==> src/rtl/trap_sequencer.sv <==
// -----------------------------------------------------------------------------
// trap_sequencer
//
// Purpose:
//   Sequences trap entry and return around the exception checker. Owns the
//   machine CSRs (mstatus, mie, mtvec, mepc, mcause). On a trap it captures
//   the checker's result, stalls the core for FLUSH_CYC cycles, redirects the
//   PC to mtvec, and waits in HANDLER for uret. It then redirects to the
//   return address and re-arms the checker.
//
// Parameters:
//   MTVEC_RST   handler address loaded into mtvec at reset
//   FLUSH_CYC   stall cycles spent in FLUSH before the vector redirect (1..15)
//
// Ports:
//   clk          core clock, rising edge
//   rst_n        asynchronous active-low reset
//   exception    checker: trap detected this cycle
//   excep_info   checker: {type[31], cause[30:24], mstatus[23:16], mret[15:0]}
//   uret         decoded uret in execute (one-cycle pulse)
//   csr_we       CSR write strobe (csrrw/csrrwi)
//   csr_addr     CSR address (300 mstatus, 304 mie, 305 mtvec, 341 mepc, 342 mcause)
//   csr_wdata    CSR write data
//   csr_rdata    CSR read data, combinational on csr_addr, 0 when unmapped
//   csr_info     to checker: {15'b0, mie, 8'h00, mstatus}
//   stall        freeze PC and write-backs
//   pc_redirect  load pc_target into the PC this cycle
//   pc_target    redirect address
//   in_trap      high from trap capture until the return redirect completes
// -----------------------------------------------------------------------------
module trap_sequencer #(
    parameter logic [15:0] MTVEC_RST = 16'h0100,
    parameter int          FLUSH_CYC = 2
) (
    input  logic        clk,
    input  logic        rst_n,
    input  logic        exception,
    input  logic [31:0] excep_info,
    input  logic        uret,
    input  logic        csr_we,
    input  logic [11:0] csr_addr,
    input  logic [31:0] csr_wdata,
    output logic [31:0] csr_rdata,
    output logic [31:0] csr_info,
    output logic        stall,
    output logic        pc_redirect,
    output logic [15:0] pc_target,
    output logic        in_trap
);

    localparam logic [2:0] IDLE    = 3'd0;
    localparam logic [2:0] FLUSH   = 3'd1;
    localparam logic [2:0] VECTOR  = 3'd2;
    localparam logic [2:0] HANDLER = 3'd3;
    localparam logic [2:0] RETURN  = 3'd4;

    localparam logic [11:0] ADDR_MSTATUS = 12'h300;
    localparam logic [11:0] ADDR_MIE     = 12'h304;
    localparam logic [11:0] ADDR_MTVEC   = 12'h305;
    localparam logic [11:0] ADDR_MEPC    = 12'h341;
    localparam logic [11:0] ADDR_MCAUSE  = 12'h342;

    // mstatus values: 8'h01 arms the checker, 8'h10 marks "inside a trap".
    localparam logic [7:0] MSTATUS_ARMED    = 8'h01;
    localparam logic [7:0] MSTATUS_DISARMED = 8'h10;

    localparam logic [3:0] CNT_INIT = 4'(FLUSH_CYC - 1);

    logic [2:0]  state, state_next;
    logic [3:0]  cnt;
    logic [7:0]  mstatus;
    logic        mie;
    logic [15:0] mtvec;
    logic [15:0] mepc;
    logic [31:0] mcause;

    logic        take_trap;
    logic        csr_wr_en;
    logic [15:0] ret_target;

    // A trap is only accepted in IDLE; in every other state the checker is
    // disarmed and the exception input is deliberately ignored.
    assign take_trap = (state == IDLE) && exception;

    // Software CSR writes land only while the core is running normally. A
    // write coinciding with a trap is dropped so the trap capture wins.
    assign csr_wr_en = csr_we && (((state == IDLE) && !exception) || (state == HANDLER));

    // Exceptions resume after the faulting instruction; interrupts re-execute
    // the interrupted one. The 16-bit add wraps naturally.
    assign ret_target = mcause[31] ? mepc : (mepc + 16'd4);

    // NOTE: every signal driven from always_comb gets a default first so no
    // path through the case statement can infer a latch.
    always_comb begin
        state_next = state;
        case (state)
            IDLE:    if (exception) state_next = FLUSH;
            FLUSH:   if (cnt == 4'd0) state_next = VECTOR;
            VECTOR:  state_next = HANDLER;
            HANDLER: if (uret) state_next = RETURN;
            RETURN:  state_next = IDLE;
            default: state_next = IDLE;
        endcase
    end

    // NOTE: sequential state uses non-blocking assignments so every register
    // samples pre-edge values regardless of statement order.
    always_ff @(posedge clk or negedge rst_n) begin
        if (!rst_n) begin
            state   <= IDLE;
            cnt     <= 4'd0;
            mstatus <= MSTATUS_ARMED;
            mie     <= 1'b0;
            mtvec   <= MTVEC_RST;
            mepc    <= 16'd0;
            mcause  <= 32'd0;
        end else begin
            state <= state_next;

            if (state == FLUSH && cnt != 4'd0) begin
                cnt <= cnt - 4'd1;
            end

            if (take_trap) begin
                mepc    <= excep_info[15:0];
                mcause  <= {excep_info[31], 24'd0, excep_info[30:24]};
                mstatus <= MSTATUS_DISARMED;
                cnt     <= CNT_INIT;
            end else if (state == RETURN) begin
                // Re-arm unconditionally, overriding anything the handler wrote.
                mstatus <= MSTATUS_ARMED;
            end else if (csr_wr_en) begin
                case (csr_addr)
                    ADDR_MSTATUS: mstatus <= csr_wdata[7:0];
                    ADDR_MIE:     mie     <= csr_wdata[0];
                    ADDR_MTVEC:   mtvec   <= csr_wdata[15:0];
                    ADDR_MEPC:    mepc    <= csr_wdata[15:0];
                    ADDR_MCAUSE:  mcause  <= csr_wdata;
                    default: ;
                endcase
            end
        end
    end

    always_comb begin
        csr_rdata = 32'd0;
        case (csr_addr)
            ADDR_MSTATUS: csr_rdata = {24'd0, mstatus};
            ADDR_MIE:     csr_rdata = {31'd0, mie};
            ADDR_MTVEC:   csr_rdata = {16'd0, mtvec};
            ADDR_MEPC:    csr_rdata = {16'd0, mepc};
            ADDR_MCAUSE:  csr_rdata = mcause;
            default:      csr_rdata = 32'd0;
        endcase
    end

    always_comb begin
        pc_target = 16'd0;
        case (state)
            VECTOR:  pc_target = mtvec;
            RETURN:  pc_target = ret_target;
            default: pc_target = 16'd0;
        endcase
    end

    assign csr_info    = {15'd0, mie, 8'h00, mstatus};
    assign pc_redirect = (state == VECTOR) || (state == RETURN);
    // Stall goes high combinationally in the capture cycle so nothing
    // behind the trapping instruction retires.
    assign stall       = take_trap || (state == FLUSH) || (state == VECTOR) || (state == RETURN);
    assign in_trap     = (state != IDLE);

endmodule

==> config.mk <==
export PLATFORM = sky130hd
export DESIGN_NAME = trap_sequencer
export DESIGN_NICKNAME = d
export VERILOG_FILES = /design/src/rtl/trap_sequencer.sv
export SDC_FILE = /design/constraint.sdc
export NUM_CORES = 1
export LEC_CHECK = 0
export BUFFER_PORTS_ARGS = -buffer_cell sky130_fd_sc_hd__clkbuf_2
export CAP_MARGIN = 10
export CORE_MARGIN = 3
export CORE_UTILIZATION = 30
export DETAILED_ROUTE_END_ITERATION = 10
export PLACE_DENSITY = 0.54
export SKIP_CTS_REPAIR_TIMING = 1
export SYNTH_ARGS = -nofsm -noshare
export SYNTH_HDL_FRONTEND = slang
export SYNTH_SLANG_ARGS = --single-unit
export TNS_END_PERCENT = 10
==> constraint.sdc <==
create_clock -name clk -period 3.08 [get_ports clk]
set_input_delay 0.77 -clock clk [delete_from_list [all_inputs] [get_ports clk]]
set_output_delay 0.77 -clock clk [all_outputs]
set_load 0.02 [all_outputs]
-- Yosys cells after proc, flatten, opt, wreduce, memory -nomap -nowiden
Cells that the tools add are included.
- add/sub/neg operators: 2
- eq/ne operators: 13
- mux-type cells: 21
- bitwise gates (word level): 2
- reduce and logical (&&, ||, !) cells: 26
- operator list (kind ; count):
    32-bit one-hot mux with 5 select lines ; 1
    32-bit 2-to-1 mux ; 4
    16-bit 2-to-1 mux ; 5
    12-bit by 10-bit equality test with 1-bit output, second input constant ; 5
    8-bit 2-to-1 mux ; 4
    16-bit one-hot mux with 2 select lines ; 1
    16-bit by 3-bit adder with 16-bit output, second input constant ; 1
    3-bit one-hot mux with 4 select lines ; 1
    3-bit 2-to-1 mux ; 3
    3-bit AND reduction ; 3
    3-bit nonzero test ; 3
    4-bit 2-to-1 mux ; 2
    2-bit inequality test, second input constant ; 4
    4-bit AND reduction ; 2
    2-bit nonzero test ; 4
    3-bit by 2-bit equality test with 1-bit output, second input constant ; 2
    1-bit logical OR ; 5
    1-bit logical AND ; 4
    4-bit logical NOT ; 1
    4-bit nonzero test ; 1
    4-bit by 1-bit subtractor with 4-bit output, second input constant ; 1
    3-bit by 1-bit equality test with 1-bit output, second input constant ; 1
    3-bit equality test, second input constant ; 1
    3-bit logical NOT ; 1
    3 further kinds ; 4
- flip-flop bits (word level): 80
- logic and storage cells: 71

-- Logic depth before layout (Yosys ltp)
Gate-level depths: netlist of run 1.
- depth after elaboration: 7
- depth in mapped cells: 9

-- Least setup slack after synthesis of run 1
Ideal clock, no wire load.
- path type: input-to-output
- from: input csr_addr[10]
- to: output csr_rdata[1]
- arrival: 2.075 ns
- path slack: 0.235 ns
- stages: 6
- buffers on the path: 2
- cell sequence: and4bb_2 -> and4_1 -> clkbuf_1 -> clkbuf_1 -> a22oi_1 -> o21ai_0
- cells in the longest elaborated chain, start to end: 2
- ends and longest elaborated chain (what ; line ; text):
    from (decl) ; 41 ; input logic [11:0] csr_addr,
    12-bit by 10-bit equality test with 1-bit output ; 148 ; case (csr_addr)
    32-bit one-hot mux with 5 select lines * ; 148 ;
    to (decl) ; 43 ; output logic [31:0] csr_rdata,
Mark *: on every way between the ends. The rest lies on a longest branch, timed or not.

-- Worst setup path in the final report of run 1
- from: input csr_addr[5]
- to: output csr_rdata[4]
Same word-level chain as after synthesis.

==> results_dict.tcl, run 1 <==
set metrics [dict create \
    seqCellArea_um2 2000 \
    crit_fanout 3 \
    vias_per_cell 4.86 \
    syn_inst 517 \
    r2r-end "mepc[3]" \
    vias 4052 \
    portBuffers 132 \
    synth_edf_count 0 \
    crit_family "buffers and inverters" \
    synth_area_leaders "dfrtp_1 42%, nand2_1 11%, o21ai_0 6.3%, mux2_2 5.6%, buf_4 4.2%" \
    ir_drop_v 0.000305 \
    hold_viol_final 0 \
    dieWidth_um 130 \
    cp.arrival_ns 2.18 \
    synth_warnings 0 \
    cp-end-kind "primary output" \
    io_pins 164 \
    area_growth_syn_to_layout_pct 25.1 \
    final_antenna_net_count 0 \
    fillers 1526 \
    post-route-period-util_pct 95.8 \
    cts_tree "built" \
    grt_overflow 0 \
    cp.required_ns 2.31 \
    rsz0062_at_grt "yes" \
    max_freq_mhz 339 \
    worst_pin_slew_ns 0.602 \
    ys_seq_elements 80 \
    grt_max_degree 81 \
    slowest_delay_ns 0.31 \
    hp-class "input pin to async pin" \
    dpl.hpwl_mm 9.75 \
    ys_types 47 \
    drt_iter0_drc 267 \
    highest_layer "met4" \
    die_area_um2 16900 \
    avgSynthCellArea_um2 8.95 \
    initial_core_util_pct 31.2 \
    critPathSlowestCell "nor4_2" \
    power.total_mw 3.99 \
    synth-seq-area-share_pct 43.3 \
    critPathBufInv 4 \
    pwr_density_cell_nw_per_um2 690 \
    path_clk_slew_ns 0.06 \
    gp_congestion 0.810 \
    worst_slack_ns 0.130 \
    max-slew-margin-rel_pct 59.5 \
    cts_buffer_depth 2 \
    clock_latency_ns 0.34 \
    worstSetupPathType "input pin to primary output" \
    synth_commonest_cells "132 x nand2_1, 78 x dfrtp_1, 58 x o21ai_0" \
    globalRouteTotalUtil_pct 16.1 \
    cap_violations 0 \
    htree_levels 3 \
    p_leak_nw 2.95 \
    firstDrtPassIters 5 \
    die-height_um 130 \
    async_flop_share_pct 100 \
    nNetsFinal 728 \
    slew_violations 0 \
    coreArea_um2 14800 \
    min_period_ns 2.95 \
    reg2reg_depth 5 \
    skew_ns 0.00641 \
    drc 0 \
    pre_cts_slack_ns 0.143 \
    tns_ns 0 \
    synth_top_area_cell "dfrtp_1" \
    cp-start-kind "input pin" \
    antenna_cells 0 \
    cp_cell_sequence "clkbuf_2 > nor4_2 > buf_4 > and4_1 > buf_4 > a22oi_1 > o21ai_0 > clkbuf_2" \
    cts_buffers 9 \
    clk_root_buffer_cell "clkbuf_16" \
    synthFlopType "dfrtp_1" \
    antenna_found_initial 0 \
    mappedNetlistArea_um2 4630 \
    cts.sinks 80 \
    row_count 44 \
    grt_pass1_wl_mm 21.1 \
    finalSetupViolCount 0 \
    synth_top_area_share_pct 42.2 \
    grt_pass1_vias 4071 \
    wl_mm 13.7 \
    synth.most_common_cell "nand2_1" \
    wl_per_cell_um 16.4 \
    m1WireLength_mm 5.91 \
    status "finished clean" \
    multi_input_area_um2 2320 \
    r2r_slack_ns 0.94 \
    met3WireLength_um 916 \
    met2_length_mm 6.66 \
    regToRegStartpoint "state[1]" \
    drive_gt1_share_pct 32.6 \
]
flip-flops by register name, indices dropped and copies added, names as in the netlist:
signal,count
cnt,4
mcause,32
mie,1
mstatus,8
mtvec,16
mepc,16
state,3
metal layers:
layer	vias up	GRT usage (%)
met5	-	0
met4	0	5.26
met3	12	3.77
met2	128	27.2
met1	1926	20.4
li1	1986	-
worst register-to-register path, delay by kind of cell, from the launching register on:
kind	cells	cell delay (ns)
AO/OA/AOI/OAI	1	0.12
buffers and inverters	1	0.25
flip-flops	1	0.50
multiplexers	1	0.31
AND/OR/NAND/NOR	2	0.84
cells in the final DEF, fill, tap and decap left out, types with 3 or more instances in the layout:
master     Yosys  routed
a21o_1         6       6
nor2_1        16      16
dfrtp_1       78      78
xor2_1         7       7
and3b_1        3       3
inv_1         14      14
a22oi_1       14      14
and2_1        18      18
clkbuf_16      0       9
nand3_1        5       5
a222oi_1       9       9
clkinv_2       0       5
mux2i_1        5       5
xnor2_1        8       8
clkbuf_2       0     131
conb_1         1      23
mux2_4        10      10
o21ai_0       58      57
buf_4         26      16
nand4_1        4       4
nor3_1         4       4
buf_12         1       6
a21oi_1       10      10
nand2_1      132     132
nor2b_1        4       3
mux2_2        23      23
cells by family after synthesis:
| group | count (synthesis) | synth area share, % |
|---|---|---|
| other | 1 | 0.0810 |
| AO/OA/AOI/OAI | 106 | 14.4 |
| adder cells (fa/ha/maj) | 3 | 0.757 |
| XOR/XNOR | 15 | 2.84 |
| buffers and inverters | 72 | 8.76 |
| multiplexers | 38 | 9.92 |
| flip-flops | 80 | 43.3 |
| AND/OR/NAND/NOR | 202 | 20.0 |
layout make-up:
cell class,count,area share [%]
clock inverters,7,1.08
well taps,184,3.98
inverters,14,0.908
flip-flops and latches,80,34.6
multi-input cells,387,40.0
clock buffers,9,3.89
repair buffers,153,15.5
metrics by stage:
step           util [%]  std cells  area [um^2]  hold WS (ns)
6_report           39.1        834         5790         0.450
5_1_grt            39.1        834         5790         0.482
4_1_cts            39.0        834         5780         0.474
3_5_place_dp       37.1        818         5490         0.462
3_3_place_gp       37.1        818         5490         0.456
2_1_floorplan         -        539         4710         0.442
power by group:
group	internal, mW	total (mW)	switching, mW	leakage (nW)
Clock	0.620	1.06	0.438	0.145
Sequential	1.41	1.75	0.341	1.04
Combinational	0.497	1.18	0.684	1.76
Total	2.53	3.99	1.46	2.95
worst max path at each step:
stage / start / to / slack (ns) / cells after the start
global placement: csr_addr[10] / csr_rdata[4] / 0.15 / 7
floorplan: csr_addr[10] / csr_rdata[1] / 0.23 / 6
detailed placement: csr_addr[10] / csr_rdata[0] / 0.14 / 7
CTS: mepc[2] / pc_target[12] / -0.007 / 7
finish: csr_addr[5] / csr_rdata[4] / 0.13 / 8
global route: mcause[31] / pc_target[15] / -0.004 / 6
(Power assumes the default switching activity.)
==> inputs of run 2 (changes only) <==
CORE_ASPECT_RATIO = 0.5   (was default)
HOLD_SLACK_MARGIN = 0.15   (was default)
==> results_dict.tcl, run 2 (synthesized netlist as in run 1, its figures left out) <==
set metrics [dict create \
    hp-class "input pin to async pin" \
    crit_top_cell "clkbuf_2" \
    top_register "mcause" \
    combPwrFrac_pct 29.6 \
    top_regs "mcause (32), mepc (16), mtvec (16)" \
    dp.cells 836 \
    finalSetupViolCount 0 \
    gp_congestion 0.779 \
    tns_ns 0 \
    ir_drop_v 0.000319 \
    cp-start-kind "input pin" \
    cts.sinks 80 \
    worstSetupPathType "input pin to primary output" \
    path_clk_slew_ns 0.06 \
    pre_cts_slack_ns 0.141 \
    final_antenna_net_count 0 \
    slowest_delay_ns 0.42 \
    pwr_density_cell_nw_per_um2 693 \
    fin_cells 852 \
    clock_latency_ns 0.33 \
    dieWidth_um 182 \
    p_switching_mw 1.43 \
    crit_fanout 9 \
    r2r-end "mepc[14]" \
    grt_pass1_wl_mm 21.3 \
    status "finished clean" \
    firstDrtPassIters 4 \
    rsz0062_at_grt "no" \
    antenna_found_initial 0 \
    cts_buffers 9 \
    cts_tree "built" \
    final_cell_mix "132 x nand2_1, 131 x clkbuf_2, 78 x dfrtp_1" \
    area_growth_syn_to_layout_pct 25.4 \
    worst_pin_slew_ns 0.959 \
    nNetsFinal 732 \
    holdWs_ns 0.445 \
    cp_cell_sequence "clkbuf_2 > and4bb_2 > and3_1 > buf_4 > a222oi_1 > inv_1 > clkbuf_2" \
    power.total_mw 4.02 \
    wl_per_cell_um 15.8 \
    slew_violations 0 \
    skew_ns 0.00784 \
    hold_viol_final 0 \
    max_freq_mhz 340 \
    cap_violations 0 \
    wl_mm 13.4 \
    vias 4023 \
    antenna_cells 0 \
    dpl.hpwl_mm 9.79 \
    coreArea_um2 14800 \
    intPower_mw 2.59 \
    cp.required_ns 2.31 \
    grt_max_degree 45 \
    grt_overflow 0 \
    reg2reg_depth 5 \
    globalRouteTotalUtil_pct 15.8 \
    p_seq_share_pct 43.4 \
    cp.arrival_ns 2.17 \
    critPathSlowestCell "a222oi_1" \
    die-height_um 93.8 \
    switching_share_pct 35.7 \
    drc 0 \
    cp-end-kind "primary output" \
    largest_register_ff_count 32 \
    initial_core_util_pct 31.3 \
    post-route-period-util_pct 95.5 \
    die_area_um2 17000 \
    r2r_slack_ns 0.88 \
    grt_pass1_vias 4091 \
    final_common_cell "nand2_1" \
    htree_levels 3 \
    cts_buffer_depth 2 \
    io_pins 164 \
    min_period_ns 2.94 \
    drive_gt1_share_pct 32.6 \
    regToRegStartpoint "state[1]" \
    portBuffers 132 \
    clockPowerShare_pct 27.0 \
    drt_iter0_drc 206 \
    vias_per_cell 4.72 \
    max-slew-margin-rel_pct 35.9 \
    worst_slack_ns 0.139 \
    clk_root_buffer_cell "clkbuf_16" \
    p_leak_nw 2.95 \
    row_count 31 \
]
-- run 2: worst max-delay path, delay by kind of cell --
kind,cells,cell delay [ns]
compound gates,1,0.42
buf+inv,4,0.50
simple gates,2,0.48
-- run 2: worst max path at each step --
stage	from	end	depth (start not counted)
2_1_floorplan	csr_addr[10]	csr_rdata[1]	6
3_3_place_gp	csr_addr[10]	csr_rdata[8]	7
3_5_place_dp	csr_addr[10]	csr_rdata[31]	7
4_1_cts	mepc[2]	pc_target[12]	7
5_1_grt	csr_addr[5]	csr_rdata[8]	8
6_report	csr_addr[10]	csr_rdata[8]	7
-- run 2: through the flow --
step,instance area [um^2],util [%]
after global placement,5490,37.1
after detailed placement,5490,37.1
after floorplan,4710,-
after global routing,5800,39.3
after CTS,5790,39.2
final,5800,39.3
-- run 2: final cells by class --
class,count,area [um^2]
multi-input combinational,387,2320
tap,198,248
clock buffer,13,260
timing repair buffer,157,876
inverter,14,52.6
sequential,80,2000
clock inverter,3,42.5
fill,1519,8980
-- run 2: layer usage --
metal	vias to the layer above	track usage, %	wire (um)
met5	-	0	0
met4	0	4.69	195
met3	17	3.63	719
met2	100	26.8	6410
met1	1921	20.4	6110
li1	1985	-	-
-- run 2: power groups by stage --
stage / Clock, mW / Combinational (mW) / Sequential [mW]
final: 1.09 / 1.19 / 1.75
after global routing: 1.16 / 1.35 / 1.81
after CTS: 1.12 / 1.21 / 1.74
after detailed placement: 0 / 1.21 / 1.75
after global placement: 0 / 1.18 / 1.75
after floorplan: 0 / 0.925 / 1.63
==> inputs of run 3 (changes only) <==
REMOVE_ABC_BUFFERS = 1   (was default)
==> results_dict.tcl, run 3 (synthesized netlist as in run 1, its figures left out) <==
set metrics [dict create \
    drive_gt1_share_pct 33.1 \
    cp-end-kind "primary output" \
    crit_fanout 5 \
    antenna_cells 0 \
    intPower_mw 2.59 \
    r2r-end "mcause[0]" \
    area_growth_syn_to_layout_pct 25.9 \
    p_seq_share_pct 43.5 \
    gp_congestion 0.728 \
    coreArea_um2 14800 \
    grt_max_degree 57 \
    worst_pin_slew_ns 0.662 \
    cts.sinks 80 \
    wl_per_cell_um 16.0 \
    rsz0062_at_grt "yes" \
    vias 4012 \
    post-route-period-util_pct 96.7 \
    status "finished clean" \
    dpl.hpwl_mm 9.67 \
    top_register "mcause" \
    worstSetupPathType "input pin to primary output" \
    io_pins 164 \
    clock_latency_ns 0.34 \
    hold_viol_final 0 \
    regToRegStartpoint "state[1]" \
    ir_drop_v 0.000338 \
    globalRouteTotalUtil_pct 16.0 \
    switching_share_pct 35.8 \
    final_common_cell "nand2_1" \
    slew_violations 0 \
    hp-class "input pin to async pin" \
    nNetsFinal 727 \
    max_freq_mhz 336 \
    cp-start-kind "input pin" \
    grt_pass1_wl_mm 21.4 \
    clk_root_buffer_cell "clkbuf_16" \
    max-slew-margin-rel_pct 55.8 \
    row_count 31 \
    r2r_slack_ns 0.85 \
    tns_ns 0 \
    cts_buffer_depth 2 \
    dieWidth_um 182 \
    cp.required_ns 2.31 \
    firstDrtPassIters 5 \
    largest_register_ff_count 32 \
    final_cell_mix "132 x nand2_1, 130 x clkbuf_2, 76 x dfrtp_1" \
    path_clk_slew_ns 0.06 \
    combPwrFrac_pct 29.4 \
    p_leak_nw 2.95 \
    reg2reg_depth 5 \
    dp.cells 831 \
    pwr_density_cell_nw_per_um2 692 \
    vias_per_cell 4.74 \
    portBuffers 132 \
    grt_pass1_vias 3992 \
    antenna_found_initial 0 \
    initial_core_util_pct 31.3 \
    min_period_ns 2.98 \
    skew_ns 0.00693 \
    htree_levels 3 \
    cts_tree "built" \
    drc 0 \
    die-height_um 93.8 \
    critPathLaunch "csr_addr[5]" \
    grt_overflow 0 \
    wl_mm 13.5 \
    cts_buffers 9 \
    die_area_um2 17000 \
    crit_end "csr_rdata[0]" \
    drt_iter0_drc 263 \
    final_antenna_net_count 0 \
    finalSetupViolCount 0 \
    fin_cells 847 \
    clockPowerShare_pct 27.1 \
    cp.arrival_ns 2.21 \
    cap_violations 0 \
    top_regs "mcause (32), mepc (16), mtvec (16)" \
    p_switching_mw 1.44 \
]
==> run 3: routing by layer <==
layer  wire, um  vias up  global-route usage, %
met5          0        -                      0
met4        124        0                   3.61
met3        707       10                   3.79
met2       6550       87                   27.2
met1       6130     1933                   20.9
li1           -     1982                      -
==> run 3: worst min-delay path by stage <==
stage | slack, ns | from | cells after the start | end
4_1_cts | 0.42 | rst_n | 1 | mtvec[13]
3_5_place_dp | 0.46 | mcause[17] | 2 | mcause[17]
2_1_floorplan | 0.44 | mcause[16] | 2 | mcause[16]
6_report | 0.41 | rst_n | 1 | mtvec[13]
3_3_place_gp | 0.46 | mcause[20] | 2 | mcause[20]
5_1_grt | 0.43 | rst_n | 1 | mtvec[13]
==> run 3: critical path, cell delays in order <==
cell	delay [ns]
clkbuf_2	0.09
nor4_2	0.31
and3b_2	0.29
and3_1	0.18
buf_4	0.16
a222oi_1	0.10
o21ai_0	0.11
clkbuf_2	0.20
==> run 3: power groups by stage <==
stage          Sequential, mW  Combinational [mW]  Clock [mW]
4_1_cts                  1.74                1.19        1.12
5_1_grt                  1.82                1.35        1.17
3_3_place_gp             1.75                1.17           0
2_1_floorplan            1.68               0.803           0
3_5_place_dp             1.76                1.19           0
6_report                 1.75                1.18        1.09
==> run 3: per-stage QoR <==
stage	hold WS [ns]	setup slack (ns)	instance area, um^2	total power, mW	utilization [%]
global placement	0.455	0.0171	5500	2.92	37.2
detailed placement	0.462	0.0234	5500	2.95	37.2
CTS	0.422	0.00181	5810	4.06	39.3
global route	0.432	-0.0146	5820	4.34	39.4
finish	0.406	0.101	5820	4.03	39.4
floorplan	0.442	0.0101	4360	2.49	-
==> run 3: area by class of cell <==
cell class	count	area, um^2
well taps	198	248
clock buffers	11	253
inverters	14	52.6
fillers	1511	8950
flip-flops and latches	80	2010
clock inverters	5	55.1
multi-input cells	387	2320
repair buffers	152	888
